**config.mk**
```make
export PLATFORM = sky130hd
export DESIGN_NAME = bcd_time_counter
export DESIGN_NICKNAME = d
export VERILOG_FILES = /design/src/rtl/bcd_time_counter.sv
export SDC_FILE = /design/constraint.sdc
export NUM_CORES = 1
export LEC_CHECK = 0
export CORE_MARGIN = 4
export CORE_UTILIZATION = 50
export DETAILED_ROUTE_END_ITERATION = 16
export DONT_BUFFER_PORTS = 1
export PLACE_DENSITY = 0.71
export SYNTH_ARGS = -nofsm -noshare
export SYNTH_HDL_FRONTEND = slang
export SYNTH_SLANG_ARGS = --single-unit
```
**constraint.sdc**
```tcl
create_clock -name clk -period 5 [get_ports clk]
set_input_delay 1 -clock clk [delete_from_list [all_inputs] [get_ports clk]]
set_output_delay 1 -clock clk [all_outputs]
set_load 0.02 [all_outputs]
```
**src/rtl/bcd_time_counter.sv**
```systemverilog
// bcd_time_counter: BCD time-of-day counter (HH:MM:SS) with a clk-cycle
// second divider, set-mode adjust strobes, 12/24-hour display mapping and
// day-wrap pulse. Optional alarm comparator compiled in with TIME_ALARM_EN;
// without it alarm_hit is tied low and alarm_hm is ignored.
module bcd_time_counter #(
  parameter int TICK_DIV = 50000000,
  parameter int DIV_W    = 26
) (
  input  logic        clk,
  input  logic        rst,
  input  logic        run,
  input  logic        fmt12,
  input  logic        inc_sec,
  input  logic        inc_min,
  input  logic        inc_hr,
  input  logic [15:0] alarm_hm,
  output logic [23:0] time_data,
  output logic        pm,
  output logic        sec_tick,
  output logic        day_cy,
  output logic        alarm_hit
);

  localparam logic [DIV_W-1:0] DIV_LAST = DIV_W'(TICK_DIV - 1);

  // Two-digit BCD increment wrapping 59 -> 00 (seconds and minutes).
  function automatic logic [7:0] inc60(input logic [7:0] v);
    if (v[3:0] == 4'd9)
      return (v[7:4] == 4'd5) ? 8'h00 : {v[7:4] + 4'd1, 4'd0};
    return {v[7:4], v[3:0] + 4'd1};
  endfunction

  // Two-digit BCD increment wrapping 23 -> 00 (hours).
  function automatic logic [7:0] inc24(input logic [7:0] v);
    if (v == 8'h23)
      return 8'h00;
    if (v[3:0] == 4'd9)
      return {v[7:4] + 4'd1, 4'd0};
    return {v[7:4], v[3:0] + 4'd1};
  endfunction

  // Display mapping of the 24-hour count; storage is never touched.
  function automatic logic [7:0] hr_disp(input logic [7:0] h, input logic f);
    if (!f)
      return h;
    case (h)
      8'h00:   return 8'h12;
      8'h13:   return 8'h01;
      8'h14:   return 8'h02;
      8'h15:   return 8'h03;
      8'h16:   return 8'h04;
      8'h17:   return 8'h05;
      8'h18:   return 8'h06;
      8'h19:   return 8'h07;
      8'h20:   return 8'h08;
      8'h21:   return 8'h09;
      8'h22:   return 8'h10;
      8'h23:   return 8'h11;
      default: return h;
    endcase
  endfunction

  logic [DIV_W-1:0] div;
  logic [7:0]       sec, min, hr;
  logic [7:0]       sec_n, min_n, hr_n;
  logic             day_wrap;
  logic             alarm_match;

  // The tick is the last divider cycle; divider sits at 0 outside run.
  assign sec_tick = run && (div == DIV_LAST);

  // Second divider: counts while running, cleared in set mode and on reset.
  always_ff @(posedge clk) begin
    if (!rst)
      div <= '0;
    else if (!run || sec_tick)
      div <= '0;
    else
      div <= div + DIV_W'(1);
  end

  // Next time: ripple carry on a tick, independent field edits in set mode.
  always_comb begin
    sec_n    = sec;
    min_n    = min;
    hr_n     = hr;
    day_wrap = 1'b0;
    if (sec_tick) begin
      sec_n = inc60(sec);
      if (sec == 8'h59) begin
        min_n = inc60(min);
        if (min == 8'h59) begin
          hr_n = inc24(hr);
          day_wrap = (hr == 8'h23);
        end
      end
    end else if (!run) begin
      if (inc_sec) sec_n = 8'h00;
      if (inc_min) min_n = inc60(min);
      if (inc_hr)  hr_n  = inc24(hr);
    end
  end

`ifdef TIME_ALARM_EN
  logic alarm_valid;

  // Alarm only matches a legal BCD time, and only on a counted second, so
  // set-mode edits and reset can never raise it.
  always_comb begin
    alarm_valid = (alarm_hm[15:12] <= 4'd2) && (alarm_hm[11:8] <= 4'd9) &&
                  !((alarm_hm[15:12] == 4'd2) && (alarm_hm[11:8] > 4'd3)) &&
                  (alarm_hm[7:4] <= 4'd5) && (alarm_hm[3:0] <= 4'd9);
    alarm_match = sec_tick && alarm_valid &&
                  ({hr_n, min_n, sec_n} == {alarm_hm, 8'h00});
  end
`else
  logic unused_alarm_hm;

  // Comparator compiled out: input kept on the port list but unused.
  always_comb begin
    unused_alarm_hm = ^alarm_hm;
    alarm_match     = 1'b0;
  end
`endif

  // Time state plus registered display, pm and event pulses.
  always_ff @(posedge clk) begin
    if (!rst) begin
      sec       <= 8'h00;
      min       <= 8'h00;
      hr        <= 8'h00;
      time_data <= fmt12 ? 24'h120000 : 24'h000000;
      pm        <= 1'b0;
      day_cy    <= 1'b0;
      alarm_hit <= 1'b0;
    end else begin
      sec       <= sec_n;
      min       <= min_n;
      hr        <= hr_n;
      time_data <= {hr_disp(hr_n, fmt12), min_n, sec_n};
      pm        <= (hr_n >= 8'h12);
      day_cy    <= day_wrap;
      alarm_hit <= alarm_match;
    end
  end

endmodule

```
==> impl_metrics.yaml, run 1 <==
floorplan:
  die_area_mm2: 0.007619
  ios: 51
  design.core.area_mm2: 0.006026
  die_h_um: 87.29
  floorplan.rows: 28
  die_w_um: 87.29
  start_util_pct: 52.16
setup_path:
  ff2ff_path_depth: 8
  regToRegEndpoint: "time_data[18]"
  max_stage_delay_ns: 0.68
  worstPathCellList: "or3b_1, nor4_1, and4_1, o21ai_1, a2111oi_0, o211ai_1, a311o_1, and3_1"
  worst-path-buf-inv: 0
  endpoint_kind: "flop"
  worstSetupStartpointType: "flop"
  cp_data_required_time_ns: 5.24
  endpoint: "time_data[18]"
  rrSetupSlack_ns: 1.45
  critPathTopFamily: "compound AO/OA/AOI/OAI gates"
  path_class: "reg -> reg"
  crit_cells: 8
  crit_arrival_ns: 3.79
  worstPathMaxFanout: 10
  crit_slowest_cell: "a2111oi_0"
hold_path:
  min_path_type: "reg -> reg"
  worstHoldStart: "div[0]"
logic_synthesis:
  synth_area_per_cell_um2: 8.185
  synthCells: 384
  synth_flop_cell: "dfxtp_1"
  yosys_warnings: 0
  ys_seq_area_share_pct: 38.22
  ys_types: 61
  synth_edf_count: 0
  async_flop_share_pct: 0
  syn-num-nets: 410
  synth_top_area_share_pct: 38.22
  synth-seq-cells: 60
  synth.area.top_cells: "dfxtp_1 (38%), nor2_1 (6.1%), xor2_1 (4.2%), nand2_1 (3.5%), xnor2_1 (3.3%)"
  synth_largest_area_cell: "dfxtp_1"
  syn_area_mm2: 0.003143
timing:
  finalCriticalPeriod_ns: 3.548
  slew_headroom_pct: 36.52
  finalHoldViolCount: 0
  fin_crit_sh_pct: 70.97
  drv_slew: 0
  fin_worst_skew_ns: 0.006739
  setup_ws_ns: 1.452
  fmax_mhz: 281.8
  final.setup.tns_ns: 0
  tightest_slew_ns: 0.9496
  setup_violations: 0
  rsz0062_at_grt: "false"
clocking:
  cts_buffers: 9
  cts_root_buf: "clkbuf_8"
  cts.sinks: 60
  max-clock-path-buffers: 2
  insertion_delay_ns: 0.35
  clk_pin_slew_ns: 0.06
  ctsHoldBuffers: 0
  cts_tree: "yes"
  htreeDepth: 3
  cts_setup_buffers: 0
  cts-resized-gates: 0
global_route:
  grt_pass1_wl_um: 11500
  grt_pass1_vias: 2536
  globalRouteOverflowTotal: 0
  antenna_found_initial: 0
  grt_max_degree: 33
  grt_util_all_layers_pct: 19.05
routing:
  wl_per_cell_um: 14.71
  drtAntennaViolNets: 0
  vias: 2673
  viasPerCell: 5.824
  drc_errors: 0
  routed_wl_um: 6753
  first_pass_iters: 4
  drt_iter0_markers: 100
cells_and_area:
  area_growth_pct: 6.449
  multi_input_area_mm2: 0.001810
  fin_nets: 406
  antenna_cells: 0
  regArea_mm2: 0.001201
  post-route-util_pct: 55.52
  layout-drive-gt1-share_pct: 5.469
  fillers: 567
placed_design:
  place_ws_ns: 1.471
  io_buffer_count: 0
  gp_congestion: 0.9072
  place_hpwl_um: 4906
power_and_ir_drop:
  vdd_drop_max_v: 0.0002381
  leakagePower_nw: 1.186
  powerDensity_mw_per_mm2: 270.4
run_status:
  outcome: "finished, final reports clean"
job:
  drv_cap: 0
report_power, final:
part / total [W] / switching (W) / internal (W)
clock network: 0.000384 / 0.000182 / 0.000203
registers: 0.000491 / 0.00000870 / 0.000483
logic: 0.0000294 / 0.0000181 / 0.0000112
total: 0.000905 / 0.000208 / 0.000696
worst reg2reg max path, stage by stage (launching register included):
cell and delay (ns):
dfxtp_1 0.52, or3b_1 0.39, nor4_1 0.32, and4_1 0.38, o21ai_1 0.25, a2111oi_0 0.68, o211ai_1 0.33, a311o_1 0.41
and3_1 0.16
worst min path at each step:
stage	endpoint	cells after the start
after floorplan	div[0]	1
after global placement	div[0]	1
after detailed placement	div[0]	1
after CTS	div[0]	1
after global routing	div[0]	1
final	div[0]	1
per-layer routing:
| metal | up-vias | part of all wire (%) | routed length [um] | GRT usage, % |
|---|---|---|---|---|
| li1 | 1362 | - | - | - |
| met1 | 1254 | 47 | 3180 | 23.35 |
| met2 | 47 | 47 | 3195 | 30.96 |
| met3 | 10 | 4.2 | 287 | 5.582 |
| met4 | 0 | 1.3 | 89 | 8.089 |
| met5 | - | 0 | 0 | 0 |
final cells by class:
| cell class | instances | area share (%) |
|---|---|---|
| Multi-Input combinational cell | 290 | 54.11 |
| Sequential cell | 60 | 35.90 |
| Clock buffer | 13 | 4.749 |
| Tap cell | 75 | 2.805 |
| Inverter | 19 | 2.132 |
| Clock inverter | 2 | 0.2992 |
cell usage in the layout, fill, tap and decap left out, types with 12 or more instances in the layout:
cell | Yosys | routed
dfxtp_1 | 60 | 60
nor2_1 | 51 | 51
nand2_1 | 29 | 29
nand3_1 | 20 | 20
inv_1 | 19 | 19
xor2_1 | 15 | 15
a21oi_1 | 13 | 13
nor2b_1 | 13 | 13
xnor2_1 | 12 | 12
Yosys cell counts, drive strengths merged, types with 3 or more instances:
library cell,n
a2111oi,3
a211oi,5
a21boi,6
a21oi,13
a31oi,6
and2,7
and3,7
and4,7
clkbuf,14
dfxtp,60
ha,3
inv,19
mux2i,5
nand2,29
nand2b,5
nand3,20
nand4,8
nor2,51
nor2b,13
nor3,5
nor3b,5
nor4,4
o211ai,3
o21a,4
o21ai,12
or3,5
xnor2,12
xor2,15
per-stage QoR:
stage | power, W | instances | cell area, um^2 | hold slack, ns
floorplan | 0.0005288 | 384 | 3143 | 0.4302
global placement | 0.0005308 | 444 | 3177 | 0.4427
detailed placement | 0.0005310 | 444 | 3177 | 0.4548
CTS | 0.0009115 | 459 | 3346 | 0.4700
global route | 0.0009430 | 459 | 3346 | 0.5085
finish | 0.0009048 | 459 | 3346 | 0.4625
cell families after synthesis:
logic type	synth area share, %
other	0.1193
multiplexers	1.951
flip-flops	38.22
XOR/XNOR	7.524
buffers and inverters	4.180
AO/OA/AOI/OAI	16.08
AND/OR/NAND/NOR	30.73
adder cells (fa/ha/maj)	1.194
(Power assumes the default switching activity.)
==> run 2, diff against run 1 <==
Clock period 5 ns to 3.5 ns, I/O delays scaled along.
==> run 2 against run 1 <==
  * Critical path depth increased by 1
  * Largest cell class unchanged
  * Sequential power increased by 42%
  * Register-to-register slack got worse by 1.2 ns
  * Count of clock-buffer cells in the layout unchanged
  * Clock skew about the same
==> impl_metrics.yaml, run 2 (synthesis results as in run 1) <==
floorplan:
  die_h_um: 87.29
  die_area_mm2: 0.007619
  floorplan.rows: 28
  design.core.area_mm2: 0.006026
  ios: 51
  die_w_um: 87.29
  start_util_pct: 52.16
timing:
  finalHoldViolCount: 0
  final.setup.tns_ns: 0
  fin_worst_skew_ns: 0.006914
  rsz0062_at_grt: "false"
  tightest_slew_ns: 0.9529
  setup_violations: 0
  slew_headroom_pct: 36.30
  drv_slew: 0
  fmax_mhz: 303.8
  finalCriticalPeriod_ns: 3.292
  fin_crit_sh_pct: 94.04
clocking:
  cts_tree: "yes"
  max-clock-path-buffers: 2
  insertion_delay_ns: 0.34
  cts_setup_buffers: 0
  ctsHoldBuffers: 0
  cts-resized-gates: 0
  cts_buffers: 9
  cts.sinks: 60
  htreeDepth: 3
  cts_root_buf: "clkbuf_8"
  clk_pin_slew_ns: 0.07
placed_design:
  io_buffer_count: 0
  place_hpwl_um: 5168
  place_area_mm2: 0.003387
  gp_congestion: 0.9818
job:
  drv_cap: 0
routing:
  vias: 2819
  viasPerCell: 5.777
  drtAntennaViolNets: 0
  routed_wl_um: 7220
  wl_per_cell_um: 14.80
  drt_iter0_markers: 136
  drc_errors: 0
  first_pass_iters: 5
setup_path:
  regToRegEndpoint: "time_data[18]"
  worstSetupStartpointType: "flop"
  path_class: "reg -> reg"
  worstPathMaxFanout: 6
  ff2ff_path_depth: 9
  rrSetupSlack_ns: 0.21
  endpoint: "time_data[18]"
  crit_path_start: "hr[5]"
  worstReg2RegStart: "hr[5]"
  cp_data_required_time_ns: 3.73
  crit_arrival_ns: 3.52
  endpoint_kind: "flop"
global_route:
  globalRouteOverflowTotal: 0
  grt_max_degree: 33
  grt_pass1_wl_um: 12270
  grt_util_all_layers_pct: 20.38
  antenna_found_initial: 0
  grt_pass1_vias: 2644
cells_and_area:
  finalInstanceArea_mm2: 0.003656
  fillers: 522
  layout-drive-gt1-share_pct: 12.59
  antenna_cells: 0
  layout_commonest_cell: "dfxtp_1"
  fin_nets: 434
  layout_common_cells: "dfxtp_1 (60), nor2_1 (51), nand2_1 (29)"
  area_growth_pct: 16.32
  multi_input_area_mm2: 0.001810
  regArea_mm2: 0.001201
hold_path:
  min_path_type: "reg -> reg"
  min_path_cells: 1
run_status:
  outcome: "finished, final reports clean"
power_and_ir_drop:
  vdd_drop_max_v: 0.0003068
  leakagePower_nw: 1.380
  powerDensity_mw_per_mm2: 430.4
[run 2: cell count changes in the layout (fill, tap and decap cells not counted)]
| cell | before | now |
|---|---|---|
| buf_4 | 0 | 28 |
| bufinv_16 | 0 | 3 |
| clkbuf_1 | 2 | 0 |
| clkinv_2 | 2 | 0 |
| clkbuf_8 | 11 | 13 |
[run 2: through the flow]
step                setup WS [ns]  hold WS, ns  total power (W)  std cells  util (%)
finish                     0.2085       0.4668         0.001574        488     60.67
global route              0.01207       0.4629         0.001628        488     60.67
CTS                        0.2351       0.4599         0.001590        488     60.67
detailed placement         0.2799       0.4525        0.0007624        472     56.21
global placement           0.3078       0.4433        0.0007621        472     56.21
floorplan                  0.2935       0.4302        0.0007554        384         -
[run 2: layer usage]
layer / up-vias / global-route usage (%) / part of all wire [%]
met3: 14 / 7.758 / 6.0
met2: 86 / 31.58 / 47
li1: 1419 / - / -
met1: 1300 / 26.52 / 46
met4: 0 / 5.439 / 1.5
met5: - / 0 / 0
[run 2: worst min path at each step]
stage	startpoint	endpoint	slack, ns
final	div[0]	div[0]	0.47
after global routing	rst	flop	0.46
after CTS	rst	flop	0.46
after detailed placement	div[0]	div[0]	0.45
after global placement	div[0]	div[0]	0.44
after floorplan	div[0]	div[0]	0.43
[run 2: worst max-delay path, cell delays in order, from the launching register on]
cell	delay (ns)
dfxtp_1	0.36
ha_1	0.17
nor4b_1	0.43
mux2i_1	0.22
o41ai_1	0.34
a31o_2	0.18
or4b_4	0.51
or3_4	0.43
a311o_1	0.37
and3_1	0.17
[run 2: power by group]
part           switching (W)  internal (W)  leakage, nW
clock network       0.000275      0.000551        0.136
registers         0.00000945      0.000689        0.485
logic              0.0000301     0.0000190        0.759
total               0.000315       0.00126         1.38
[run 2: area by class of cell]
| type | instances | share of cell area (%) |
|---|---|---|
| flip-flops and latches | 60 | 32.85 |
| inverters | 19 | 1.951 |
| clock inverters | 3 | 2.464 |
| clock buffers | 13 | 4.894 |
| well taps | 75 | 2.567 |
| multi-input cells | 290 | 49.52 |
| repair buffers | 28 | 5.749 |
==> run 3, diff against run 2 <==
Settings changed: CTS_BUF_LIST from default to sky130_fd_sc_hd__clkbuf_8, MAX_ROUTING_LAYER from default to met4.
Clock period 3.5 ns to 4 ns, I/O delays scaled along.
==> run 3 against run 2 <==
  * Utilization decreased by 3.7 points
  * Critical path type unchanged
  * Clock power decreased by 28%
  * Worst setup slack improved by 0.25 ns
==> impl_metrics.yaml, run 3 (synthesis results as in run 1) <==
setup_path:
  rrSetupSlack_ns: 0.46
  endpoint_kind: "flop"
  ff2ff_path_depth: 8
  worstPathCellList: "or3b_1, nor4_1, and4_1, o21ai_1, a2111oi_0, o211ai_1, a311o_1, and3_1"
  max_stage_delay_ns: 0.72
  path_class: "reg -> reg"
  cp_data_required_time_ns: 4.22
  crit_arrival_ns: 3.76
  worstSetupStartpointType: "flop"
  worstPathMaxFanout: 10
  crit_slowest_cell: "a2111oi_0"
  regToRegEndpoint: "time_data[18]"
placed_design:
  io_buffer_count: 0
  placed_cells: 449
  gp_congestion: 0.9237
  place_hpwl_um: 4854
global_route:
  grt_pass1_wl_um: 11440
  grtUsageMet3_pct: 6.623
  busiest_layer: "met2"
  use_met2_pct: 29.66
  met1_usage_pct: 24.04
  grt_pass1_vias: 2495
  grt_max_degree: 33
  antenna_found_initial: 0
  globalRouteOverflowTotal: 0
  grt_util_all_layers_pct: 19.23
routing:
  drtAntennaViolNets: 0
  drc_errors: 0
  first_pass_iters: 4
  vias: 2713
  viasPerCell: 5.834
  drt_iter0_markers: 141
  routed_wl_um: 6702
  wl_per_cell_um: 14.41
timing:
  final.setup.tns_ns: 0
  finalHoldViolCount: 0
  drv_slew: 0
  tightest_slew_ns: 0.9515
  rsz0062_at_grt: "false"
  timing.hold.ws_ns: 0.4685
  finalCriticalPeriod_ns: 3.544
  slew_headroom_pct: 36.39
  fin_worst_skew_ns: 0.009917
  fin_crit_sh_pct: 88.60
  setup_violations: 0
  fmax_mhz: 282.2
power_and_ir_drop:
  p_sw_w: 0.0002631
  total_power_w: 0.001242
  vdd_drop_max_v: 0.0002503
  combPwrFrac_pct: 3.0
  internal-power_w: 0.0009792
  seq_power_share_pct: 49.4
  power.share.clock_pct: 47.6
  p_sw_share_pct: 21.18
  powerDensity_mw_per_mm2: 362.1
  leakagePower_nw: 1.241
run_status:
  outcome: "finished, final reports clean"
floorplan:
  die_h_um: 87.29
  die_area_mm2: 0.007619
  floorplan.rows: 28
  design.core.area_mm2: 0.006026
  ios: 51
  start_util_pct: 52.16
  die_w_um: 87.29
clocking:
  cts_setup_buffers: 0
  cts_buffers: 9
  insertion_delay_ns: 0.33
  clk_pin_slew_ns: 0.07
  cts-resized-gates: 0
  ctsHoldBuffers: 0
  htreeDepth: 3
  cts.sinks: 60
  cts_tree: "yes"
  max-clock-path-buffers: 2
  cts_root_buf: "clkbuf_8"
hold_path:
  min_path_type: "reg -> reg"
  holdPathEnd: "div[0]"
  worstHoldStart: "div[0]"
  min_path_cells: 1
cells_and_area:
  instances_no_fill: 465
  layout_common_cells: "dfxtp_1 (60), nor2_1 (51), nand2_1 (29)"
  area_growth_pct: 9.156
  layout-drive-gt1-share_pct: 7.179
  fin_nets: 411
  post-route-util_pct: 56.94
  layout_commonest_cell: "dfxtp_1"
  antenna_cells: 0
job:
  drv_cap: 0
[run 3: worst max path at each step]
| stage | endpoint | cells past startpoint | slack (ns) |
|---|---|---|---|
| 6_report | time_data[18] | 8 | 0.46 |
| 5_1_grt | time_data[18] | 8 | 0.27 |
| 4_1_cts | time_data[18] | 8 | 0.48 |
| 3_5_place_dp | time_data[18] | 8 | 0.55 |
| 3_3_place_gp | time_data[18] | 8 | 0.60 |
| 2_1_floorplan | time_data[18] | 7 | 0.79 |
[run 3: cell type report]
| class | count | area, um^2 |
|---|---|---|
| fill | 570 | 2595 |
| inverter | 19 | 71.32 |
| sequential | 60 | 1201 |
| clock buffer | 10 | 137.6 |
| timing repair buffer | 5 | 37.54 |
| tap | 75 | 93.84 |
| multi-input combinational | 290 | 1810 |
| clock inverter | 6 | 78.83 |
[run 3: metal layers]
metal  share of wire, %  wire (um)
met1                 46       3086
met2                 48       3233
met3                5.4        359
met4               0.33         22
met5                  0          0
[run 3: per-stage QoR]
step | cell area (um^2) | setup WS (ns)
2_1_floorplan | 3143 | 0.7935
3_3_place_gp | 3214 | 0.6004
3_5_place_dp | 3214 | 0.5459
4_1_cts | 3431 | 0.4842
5_1_grt | 3431 | 0.2703
6_report | 3431 | 0.4558
[run 3: worst max-delay path: cells and delay by family, from the launching register on]
kind,cells,cell delay (ns)
AND/OR/NAND/NOR,4,1.28
flip-flops,1,0.42
AO/OA/AOI/OAI,4,1.73
[run 3: power by group through the flow]
stage / sequential (W) / clock (W) / combinational, W
after global placement: 0.000627 / 0 / 0.0000361
after CTS: 0.000614 / 0.000607 / 0.0000365
after detailed placement: 0.000627 / 0 / 0.0000364
after global routing: 0.000615 / 0.000637 / 0.0000418
final: 0.000614 / 0.000592 / 0.0000367
after floorplan: 0.000624 / 0 / 0.0000373
